--- config.mk ---
export PLATFORM = sky130hd
export DESIGN_NAME = ultrasonic_ranger_flat
export DESIGN_NICKNAME = d
export VERILOG_FILES = /design/src/rtl/ultrasonic_ranger_if.sv /design/src/rtl/ultrasonic_ranger.sv /design/src/flat_wrapper.sv
export SDC_FILE = /design/constraint.sdc
export NUM_CORES = 1
export LEC_CHECK = 0
export ABC_AREA = 1
export ABC_CLOCK_PERIOD_IN_PS = 3200
export CAP_MARGIN = 20
export CORE_ASPECT_RATIO = 0.8
export CORE_MARGIN = 10
export CORE_UTILIZATION = 55
export DETAILED_ROUTE_END_ITERATION = 8
export GPL_ROUTABILITY_DRIVEN = 0
export PLACE_DENSITY = 0.77
export SKIP_LAST_GASP = 1
export SLEW_MARGIN = 0
export SYNTH_ARGS = -nofsm -noshare
export SYNTH_HDL_FRONTEND = slang
export SYNTH_SLANG_ARGS = --single-unit
--- constraint.sdc ---
create_clock -name clk -period 3.2 [get_ports clk]
set_input_delay 0.32 -clock clk [delete_from_list [all_inputs] [get_ports clk]]
set_output_delay 0.32 -clock clk [all_outputs]
set_load 0.01 [all_outputs]
--- src/rtl/ultrasonic_ranger_if.sv ---
// Sensor pins and measurement results of the ultrasonic ranger, grouped for port use.
interface ultrasonic_ranger_if #(
    parameter int unsigned WIDTH_BITS = 32
);
    logic                  start;
    logic                  echo;
    logic                  trig;
    logic [WIDTH_BITS-1:0] echo_width;
    logic                  valid;
    logic                  timeout;
    logic                  busy;

    modport master (output start, echo, input trig, echo_width, valid, timeout, busy);
    modport slave  (input start, echo, output trig, echo_width, valid, timeout, busy);
endinterface

--- src/rtl/ultrasonic_ranger.sv ---
// Ultrasonic ranger: trigger pulse, echo width timing with timeout, holdoff between shots.
// Define ULTRASONIC_RANGER_AUTO_TRIG_EN to free-run measurements after reset (start ignored).
module ultrasonic_ranger #(
    parameter int unsigned TRIG_CYCLES    = 120,
    parameter int unsigned TIMEOUT_CYCLES = 360000,
    parameter int unsigned HOLDOFF_CYCLES = 720000,
    parameter int unsigned WIDTH_BITS     = 32
) (
    input  logic               clk,
    input  logic               rst_n,
    ultrasonic_ranger_if.slave bus
);
    typedef enum logic [2:0] {IDLE, TRIG, WAIT_RISE, MEASURE, HOLDOFF} state_t;

    // TIMEOUT_CYCLES must fit in WIDTH_BITS so the counter can never wrap.
    localparam logic [WIDTH_BITS-1:0] ONE       = WIDTH_BITS'(1);
    localparam logic [WIDTH_BITS-1:0] TRIG_LAST = WIDTH_BITS'(TRIG_CYCLES - 1);
    localparam logic [WIDTH_BITS-1:0] TMO_LIM   = WIDTH_BITS'(TIMEOUT_CYCLES);
    localparam logic [WIDTH_BITS-1:0] HOLD_LAST = WIDTH_BITS'(HOLDOFF_CYCLES - 1);

`ifdef ULTRASONIC_RANGER_AUTO_TRIG_EN
    localparam state_t HOLD_EXIT = TRIG;
    logic unused_start;
    assign unused_start = bus.start;
`else
    localparam state_t HOLD_EXIT = IDLE;
`endif

    state_t                state_q, state_d;
    logic [WIDTH_BITS-1:0] cnt_q, cnt_d;
    logic [WIDTH_BITS-1:0] width_q, width_d;
    logic                  trig_q, trig_d;
    logic                  valid_q, valid_d;
    logic                  timeout_q, timeout_d;
    logic                  echo_meta_q, echo_s_q, echo_prev_q;
    logic                  echo_rise, echo_fall;

    always_ff @(posedge clk or negedge rst_n) begin
        if (!rst_n) begin
            echo_meta_q <= 1'b0;
            echo_s_q    <= 1'b0;
            echo_prev_q <= 1'b0;
        end else begin
            echo_meta_q <= bus.echo;
            echo_s_q    <= echo_meta_q;
            echo_prev_q <= echo_s_q;
        end
    end

    assign echo_rise = echo_s_q & ~echo_prev_q;
    assign echo_fall = ~echo_s_q & echo_prev_q;

    always_comb begin
        state_d   = state_q;
        cnt_d     = cnt_q;
        width_d   = width_q;
        valid_d   = 1'b0;
        timeout_d = 1'b0;
        case (state_q)
            IDLE: begin
`ifdef ULTRASONIC_RANGER_AUTO_TRIG_EN
                state_d = TRIG;
                cnt_d   = '0;
`else
                if (bus.start) begin
                    state_d = TRIG;
                    cnt_d   = '0;
                end
`endif
            end
            TRIG: begin
                if (cnt_q == TRIG_LAST) begin
                    state_d = WAIT_RISE;
                    cnt_d   = '0;
                end else begin
                    cnt_d = cnt_q + ONE;
                end
            end
            WAIT_RISE: begin
                // Only a real low-to-high edge starts a measurement, never a pulse already in flight.
                if (echo_rise) begin
                    state_d = MEASURE;
                    cnt_d   = ONE;
                end else if (cnt_q == TMO_LIM) begin
                    state_d   = HOLDOFF;
                    cnt_d     = '0;
                    timeout_d = 1'b1;
                end else begin
                    cnt_d = cnt_q + ONE;
                end
            end
            MEASURE: begin
                if (echo_fall) begin
                    state_d = HOLDOFF;
                    width_d = cnt_q;
                    valid_d = 1'b1;
                    cnt_d   = '0;
                end else if (cnt_q == TMO_LIM) begin
                    state_d   = HOLDOFF;
                    cnt_d     = '0;
                    timeout_d = 1'b1;
                end else begin
                    cnt_d = cnt_q + ONE;
                end
            end
            HOLDOFF: begin
                if (cnt_q == HOLD_LAST) begin
                    state_d = HOLD_EXIT;
                    cnt_d   = '0;
                end else begin
                    cnt_d = cnt_q + ONE;
                end
            end
            default: begin
                state_d = IDLE;
                cnt_d   = '0;
            end
        endcase
        trig_d = (state_d == TRIG);
    end

    always_ff @(posedge clk or negedge rst_n) begin
        if (!rst_n) begin
            state_q   <= IDLE;
            cnt_q     <= '0;
            width_q   <= '0;
            trig_q    <= 1'b0;
            valid_q   <= 1'b0;
            timeout_q <= 1'b0;
        end else begin
            state_q   <= state_d;
            cnt_q     <= cnt_d;
            width_q   <= width_d;
            trig_q    <= trig_d;
            valid_q   <= valid_d;
            timeout_q <= timeout_d;
        end
    end

    assign bus.trig       = trig_q;
    assign bus.echo_width = width_q;
    assign bus.valid      = valid_q;
    assign bus.timeout    = timeout_q;
    assign bus.busy       = (state_q != IDLE);
endmodule
--- src/flat_wrapper.sv ---
// flat-port wrapper written by rule: the top's interface ports become plain ports
module ultrasonic_ranger_flat 
#(
    parameter int unsigned TRIG_CYCLES    = 120,
    parameter int unsigned TIMEOUT_CYCLES = 360000,
    parameter int unsigned HOLDOFF_CYCLES = 720000,
    parameter int unsigned WIDTH_BITS     = 32
)
  (clk, rst_n, bus_start, bus_echo, bus_trig, bus_echo_width, bus_valid, bus_timeout, bus_busy);
  ultrasonic_ranger_if #(.WIDTH_BITS(WIDTH_BITS)) bus_i ();
  input  logic clk;
  input  logic rst_n;
  input wire logic [$bits(bus_i.start)-1:0] bus_start;
  input wire logic [$bits(bus_i.echo)-1:0] bus_echo;
  output wire logic [$bits(bus_i.trig)-1:0] bus_trig;
  output wire logic [$bits(bus_i.echo_width)-1:0] bus_echo_width;
  output wire logic [$bits(bus_i.valid)-1:0] bus_valid;
  output wire logic [$bits(bus_i.timeout)-1:0] bus_timeout;
  output wire logic [$bits(bus_i.busy)-1:0] bus_busy;
  assign bus_i.start = bus_start;
  assign bus_i.echo = bus_echo;
  assign bus_trig = bus_i.trig;
  assign bus_echo_width = bus_i.echo_width;
  assign bus_valid = bus_i.valid;
  assign bus_timeout = bus_i.timeout;
  assign bus_busy = bus_i.busy;
  ultrasonic_ranger #(.TRIG_CYCLES(TRIG_CYCLES), .TIMEOUT_CYCLES(TIMEOUT_CYCLES), .HOLDOFF_CYCLES(HOLDOFF_CYCLES), .WIDTH_BITS(WIDTH_BITS)) u_core (.clk(clk), .rst_n(rst_n), .bus(bus_i));
endmodule
* Word-level counts from Yosys, hierarchy flattened
Cells that the tools add are included.
** Cells by class
- Div/mod/pow operators :: 0
- Multipliers :: 0
- Add/subtract/negate cells :: 1
- Reduce and logical (&&, ||, !) cells :: 3
- Bitwise operators :: 4
- Order comparisons :: 0
- Multiplexer cells :: 20
- Shift-type cells :: 0
- Eq/ne operators :: 9
** Operators by type and width (count)
- two-way mux 32 bit :: 6
- case mux 32 bit (5 select lines) :: 1
- adder 32 x 1 -> 32 bit (second input constant) :: 1
- equality test 32 x 19 -> 1 bit (second input constant) :: 1
- equality test 32 x 20 -> 1 bit (second input constant) :: 1
- equality test 32 x 7 -> 1 bit (second input constant) :: 1
- two-way mux 3 bit :: 6
- case mux 3 bit (5 select lines) :: 1
- equality test 3 x 1 -> 1 bit (second input constant) :: 2
- equality test 3 x 2 -> 1 bit (second input constant) :: 2
- two-way mux 1 bit :: 5
- equality test 3 bit (second input constant) :: 1
- zero test 3 bit :: 1
- nonzero test 3 bit :: 1
- bitwise AND 1 bit :: 2
- != test 2 bit (second input constant) :: 1
- NOT 1 bit :: 2
- case mux 1 bit (2 select lines) :: 1
- AND reduction 2 bit :: 1
** Storage, ports and cells
- Word-level logic and storage cells :: 46
- Register bits after elaboration :: 73
- ROM bits :: 0
- Output and inout port bits :: 36
- Bits in writable memories :: 0
- Bits in latches :: 0
- Input bits :: 4
- Memories kept :: 0

* Logic depth before layout (Yosys ltp)
- Depth after elaboration :: 5
- Depth in mapped cells :: 13
- Gate-level depth less buffers :: 13

* Worst setup path before layout
Ideal clock, no wire load.
- Kind :: register to register
- Start :: register u_core.cnt_q[0]
- End :: register u_core.cnt_q[16]
- Slack :: 1.535 ns
- Arrival :: 1.545 ns
- Cell stages (with the launch flop) :: 12
- Required time :: 3.080 ns
- Library setup time :: 0.120 ns
- Cells stage by stage :: dfrtp_1 -> ha_1 -> nand2_2 -> clkinv_2 -> nand2_2 -> nor2_4 -> nand2_2 -> o21ai_4 -> nand3_4 -> nor2_8 -> buf_12 -> nor2_1
** Between the ends
- Longest elaborated chain between the ends :: 4
- Elaborated cells on any way between the ends :: 10
** RTL lines
- start, declared :: RTL line ultrasonic_ranger.sv:30 : logic [WIDTH_BITS-1:0] cnt_q, cnt_d;
- start signal, assigned :: RTL line ultrasonic_ranger.sv:132 : cnt_q <= cnt_d;
- adder 32 x 1 -> 32 bit or equality test 32 x 19 -> 1 bit (tied branches)
- two-way mux 32 bit :: RTL line ultrasonic_ranger.sv:84, ultrasonic_ranger.sv:98
- two-way mux 32 bit, on equally long branches :: RTL line ultrasonic_ranger.sv:93, ultrasonic_ranger.sv:81
- case mux 32 bit (5 select lines) (*) :: RTL line ultrasonic_ranger.sv:59 : case (state_q)
Every way passes the cells marked *; elsewhere a longest branch is shown, timed or not.
A chain may end at the register's enable or synchronous reset.

* Worst setup path after layout
- Start :: register u_core.cnt_q[11]
- End :: register u_core.cnt_q[28]
The elaborated chain is that of the path after synthesis.

==> run summary <==
The run gives 0 ns as the final total negative setup slack. The tools report the source of the worst register-to-register timing path as u_core.cnt_q[11]$_DFFE_PN0P_. The number of hold-slack violations in the final timing report is 0.

The clock slew at the register clock pins of the worst setup and hold paths is 0.08 ns, and the synthesized flop and latch total is 73. Buffers inserted during clock tree synthesis total 9. VDD sags by at most 350 uV. 0 antenna diodes ended up in the layout. For the core box area, the log shows 7390 um2. Summing all multi-input logic gate instances after layout gives 2000 um2.

The area share of and/or/nand/nor cells after synthesis works out to 0.374. The tools report the clock sink count as 73. The number of buffers added on ports is 39, and the final count of negative-setup-slack endpoints is 0. For the clock skew after layout, the log shows 0.00906 ns.

Highest-delay cell along the critical path: dfrtp_1. TritonCTS built the clock tree. Detailed-route wire length on metal 1: 4810 um. The most used flip-flop cell after synthesis is dfrtp_1.

The tools report the cell row count as 28. The slew at the pin with the worst max-slew slack is 0.889 ns, and the starting DRC count in detailed routing is 365. The power density over cell area works out to 366 nW/um2.

The min-delay analysis places its worst path in the category in -> async. The proportion of register bits with asynchronous set or reset after synthesis was 1.00. The run gives 17400 um as the wire length of the first global-routing pass. The run gives 599 as the post-layout net count. The initial cell density of the core came out at 0.562. Summed over all nets, the half-perimeter wirelength after detailed placement is 7800 um. Entering global routing, the biggest net connects 74 pins.

The max-slew headroom at the worst pin was 0.407; the via count of the first global-routing pass was 3481. The layout cell share with drive strength beyond 1 works out to 0.112. The run gives 10500 um as the routed wire length. The tools report the via count of the routed design as 3776. The total number of H-tree levels was 3; the total area of sequential cells was 1830 um2.

The worst path meets setup with 1.13 ns of slack. The post-route cell area is 4810 um2, and the sequential-to-total area share from yosys stat is 0.439. Measured along the x axis, the die boundary spans 117 um.

The total global-route track usage was 0.190; the highest cell delay on the worst timing path was 0.42 ns. Data on the critical path is required at its endpoint by 3.44 ns. The topmost layer with routed signal wires is met4. The number of synthesized flops with an enable pin was 0.

The start-to-end type of the worst setup path was reg -> reg. Multiplexer share of the synthesized area: 0. The count of cell types in the netlist came out at 35. Summing every instance area after synthesis gives 4160 um2. Critical path endpoint category: a flip-flop. The tools report the count of instances resized after the clock tree is built as 0.

The met2 layer wire length in the routed design is 4390 um, and the area after detailed placement is 4590 um2. By area, the combinational part of the netlist is dominated by simple AND/OR/NAND/NOR gates. The worst setup path startpoint was u_core.cnt_q[11]$_DFFE_PN0P_. The logs give 11500 um2 for the overall die area and 0 for the number of antenna violations at the first check in global routing. The die is 97.8 um tall.

Final period utilization: 0.648. In this run, post-CTS hold repair placed 0 buffers. The tools report the setup slack at placement as 1.05 ns.

Setup repair after global routing left no endpoint under its margin. The signed area change from the synthesized netlist to the final layout was 15.7%. Startpoint type of the worst setup path: a flip-flop. The number of nets handed over by synthesis was 562.

The post-layout minimum cycle time came out at 2.07 ns. The count of nets left with antenna violations once routing finished came out at 0. For the total global routing overflow, the log shows 0. The number of design rule violations left after detail routing is 0. The maximum achievable frequency is 0.482 GHz, and the via-per-instance ratio is 5.37. The logs give 1190 um for the met3 wire length and 2 for the maximum buffer depth of the clock tree. The run gives 2.31 ns as the endpoint arrival time on the critical path.

The number of warnings printed during yosys synthesis came out at 0. The later-pin clock latency in the skew report was 0.36 ns; the fraction of synthesized cell area in xor and xnor cells was 0.0253. Share of synthesized cell area in full adder, half adder and majority cells: 0.00602. The run finished with clean final reports. After detailed routing, the average wire length per cell comes to 15.0 um.

During I/O placement, the number of pins put on the boundary was 40. For this run, the detailed router's first-pass iteration total came to 5. Once the clock tree was built, the setup fixing pass inserted 0 buffers.

Traced cell by cell, the critical path runs through inv_1 > nand3_1 > nor2_2 > nand2_2 > o21ai_4 > nand3_4 > nor2_8 > nor2_1. In this run the mean area of a mapped cell was 7.48 um2. For the leakage power, the log shows 0.00218 uW.

The cell sitting at the root of the clock tree is a clkbuf_8. The max-slew violation total from the final report was 0; the maximum fanout count along the critical path was 17. The count of buffering cells on the critical path with inverters included was 1. Synthesis produced 556 cells. The synthesized-area fraction occupied by ao, oa, aoi and oai cells is 0.0756.

The run gives 0 as the max-capacitance violation count. On the critical path the largest part of the delay comes from simple AND/OR/NAND/NOR gates. Counting the fill cells in the layout gives 660.
-- final timing paths --
| check | to | slack (ns) | cells after the start |
|---|---|---|---|
| worst max-delay path | u_core.cnt_q[28]$_DFFE_PN0P_ | 1.13 | 8 |
| worst min-delay path | u_core.bus.echo_width[18]$_DFFE_PN0P_ | 0.09 | 1 |
| worst max register to register | u_core.cnt_q[28]$_DFFE_PN0P_ | 1.13 | 8 |
| worst min register to register | u_core.echo_s_q$_DFF_PN0_ | 0.35 | 0 |
| max in group asynchronous | u_core.state_q[2]$_DFF_PN0_ | 2.54 | 1 |
| min in group clk | u_core.echo_s_q$_DFF_PN0_ | 0.35 | 0 |
-- metal layers --
metal  global-route usage  vias to the layer above
met1                0.274                     1751
met4               0.0588                        0
met3               0.0618                       18
met5                    0                        -
li1                     -                     1839
met2                0.261                      168
-- registers in the layout, indices dropped and copies added, names as in the netlist --
| register | flops |
|---|---|
| u_core.bus.echo_width | 32 |
| u_core.cnt_q | 32 |
| u_core.state_q | 3 |
| u_core.bus.timeout | 1 |
| u_core.bus.trig | 1 |
| u_core.bus.valid | 1 |
| u_core.echo_meta_q | 1 |
| u_core.echo_prev_q | 1 |
| u_core.echo_s_q | 1 |
-- worst reg2reg max path, stage by stage, from the launching register on --
cell and delay, ns:
dfrtp_1 0.42, inv_1 0.25, nand3_1 0.14, nor2_2 0.17
nand2_2 0.09, o21ai_4 0.20, nand3_4 0.23, nor2_8 0.36
nor2_1 0.10
-- stage by stage --
step / util / instances / total power, uW / hold WS [ns]
floorplan: - / 556 / 946 / 0.0244
global placement: 0.620 / 687 / 968 / 0.335
detailed placement: 0.620 / 687 / 969 / 0.339
CTS: 0.650 / 703 / 1770 / 0.131
global route: 0.650 / 703 / 1810 / 0.163
finish: 0.650 / 703 / 1760 / 0.0905
-- cell type report --
cell class	instances	area share
Inverter	63	0.0497
Tap cell	105	0.0273
Clock buffer	12	0.0302
Timing Repair Buffer	39	0.0807
Sequential cell	73	0.380
Multi-Input combinational cell	407	0.416
Clock inverter	4	0.0159
-- cell usage after synthesis, types with 2 or more instances --
library cell,n,area (um2)
nor2_1,66,248
clkinv_2,2,10.0
xor2_1,12,105
nor3_1,11,55.1
clkbuf_1,7,26.3
ha_1,2,25.0
nand4_1,12,75.1
o21ai_0,48,240
inv_2,5,18.8
nor2_2,18,113
dfrtp_1,73,1830
nor4_1,2,12.5
a21oi_1,3,15.0
inv_1,56,210
buf_2,2,10.0
nand3_1,43,215
nand2_1,155,582
o21ai_1,3,15.0
nor2_4,6,67.6
buf_6,3,33.8
nand2_2,11,68.8
nor3_2,3,30.0
-- where the power goes --
group          switching [uW]  leakage [uW]  total (uW)  internal [uW]
registers               0.744      0.000925         924            924
clock network             348      0.000107         811            462
logic                    20.5       0.00115        24.3           3.81
total                     370       0.00218        1760           1390
-- layout by cell type (no fill, tap or decap), types with 5 or more instances in the layout --
cell,n
nand3_1,43
inv_1,56
inv_2,5
nand2_2,11
nor2_2,18
dfrtp_1,73
xor2_1,12
nand4_1,12
clkdlybuf4s50_1,38
nor2_1,66
nor3_1,11
clkbuf_8,10
nor2_4,6
nand2_1,155
o21ai_0,48
-- cells by family (layout without fill, tap and decap cells) --
family,Yosys count,count (layout)
flip-flops,73,73
adder cells (fa/ha/maj),2,2
AND/OR/NAND/NOR,335,335
buffers and inverters,76,118
XOR/XNOR,12,12
AO/OA/AOI/OAI,58,58
Power figures use the tool's default switching activity.
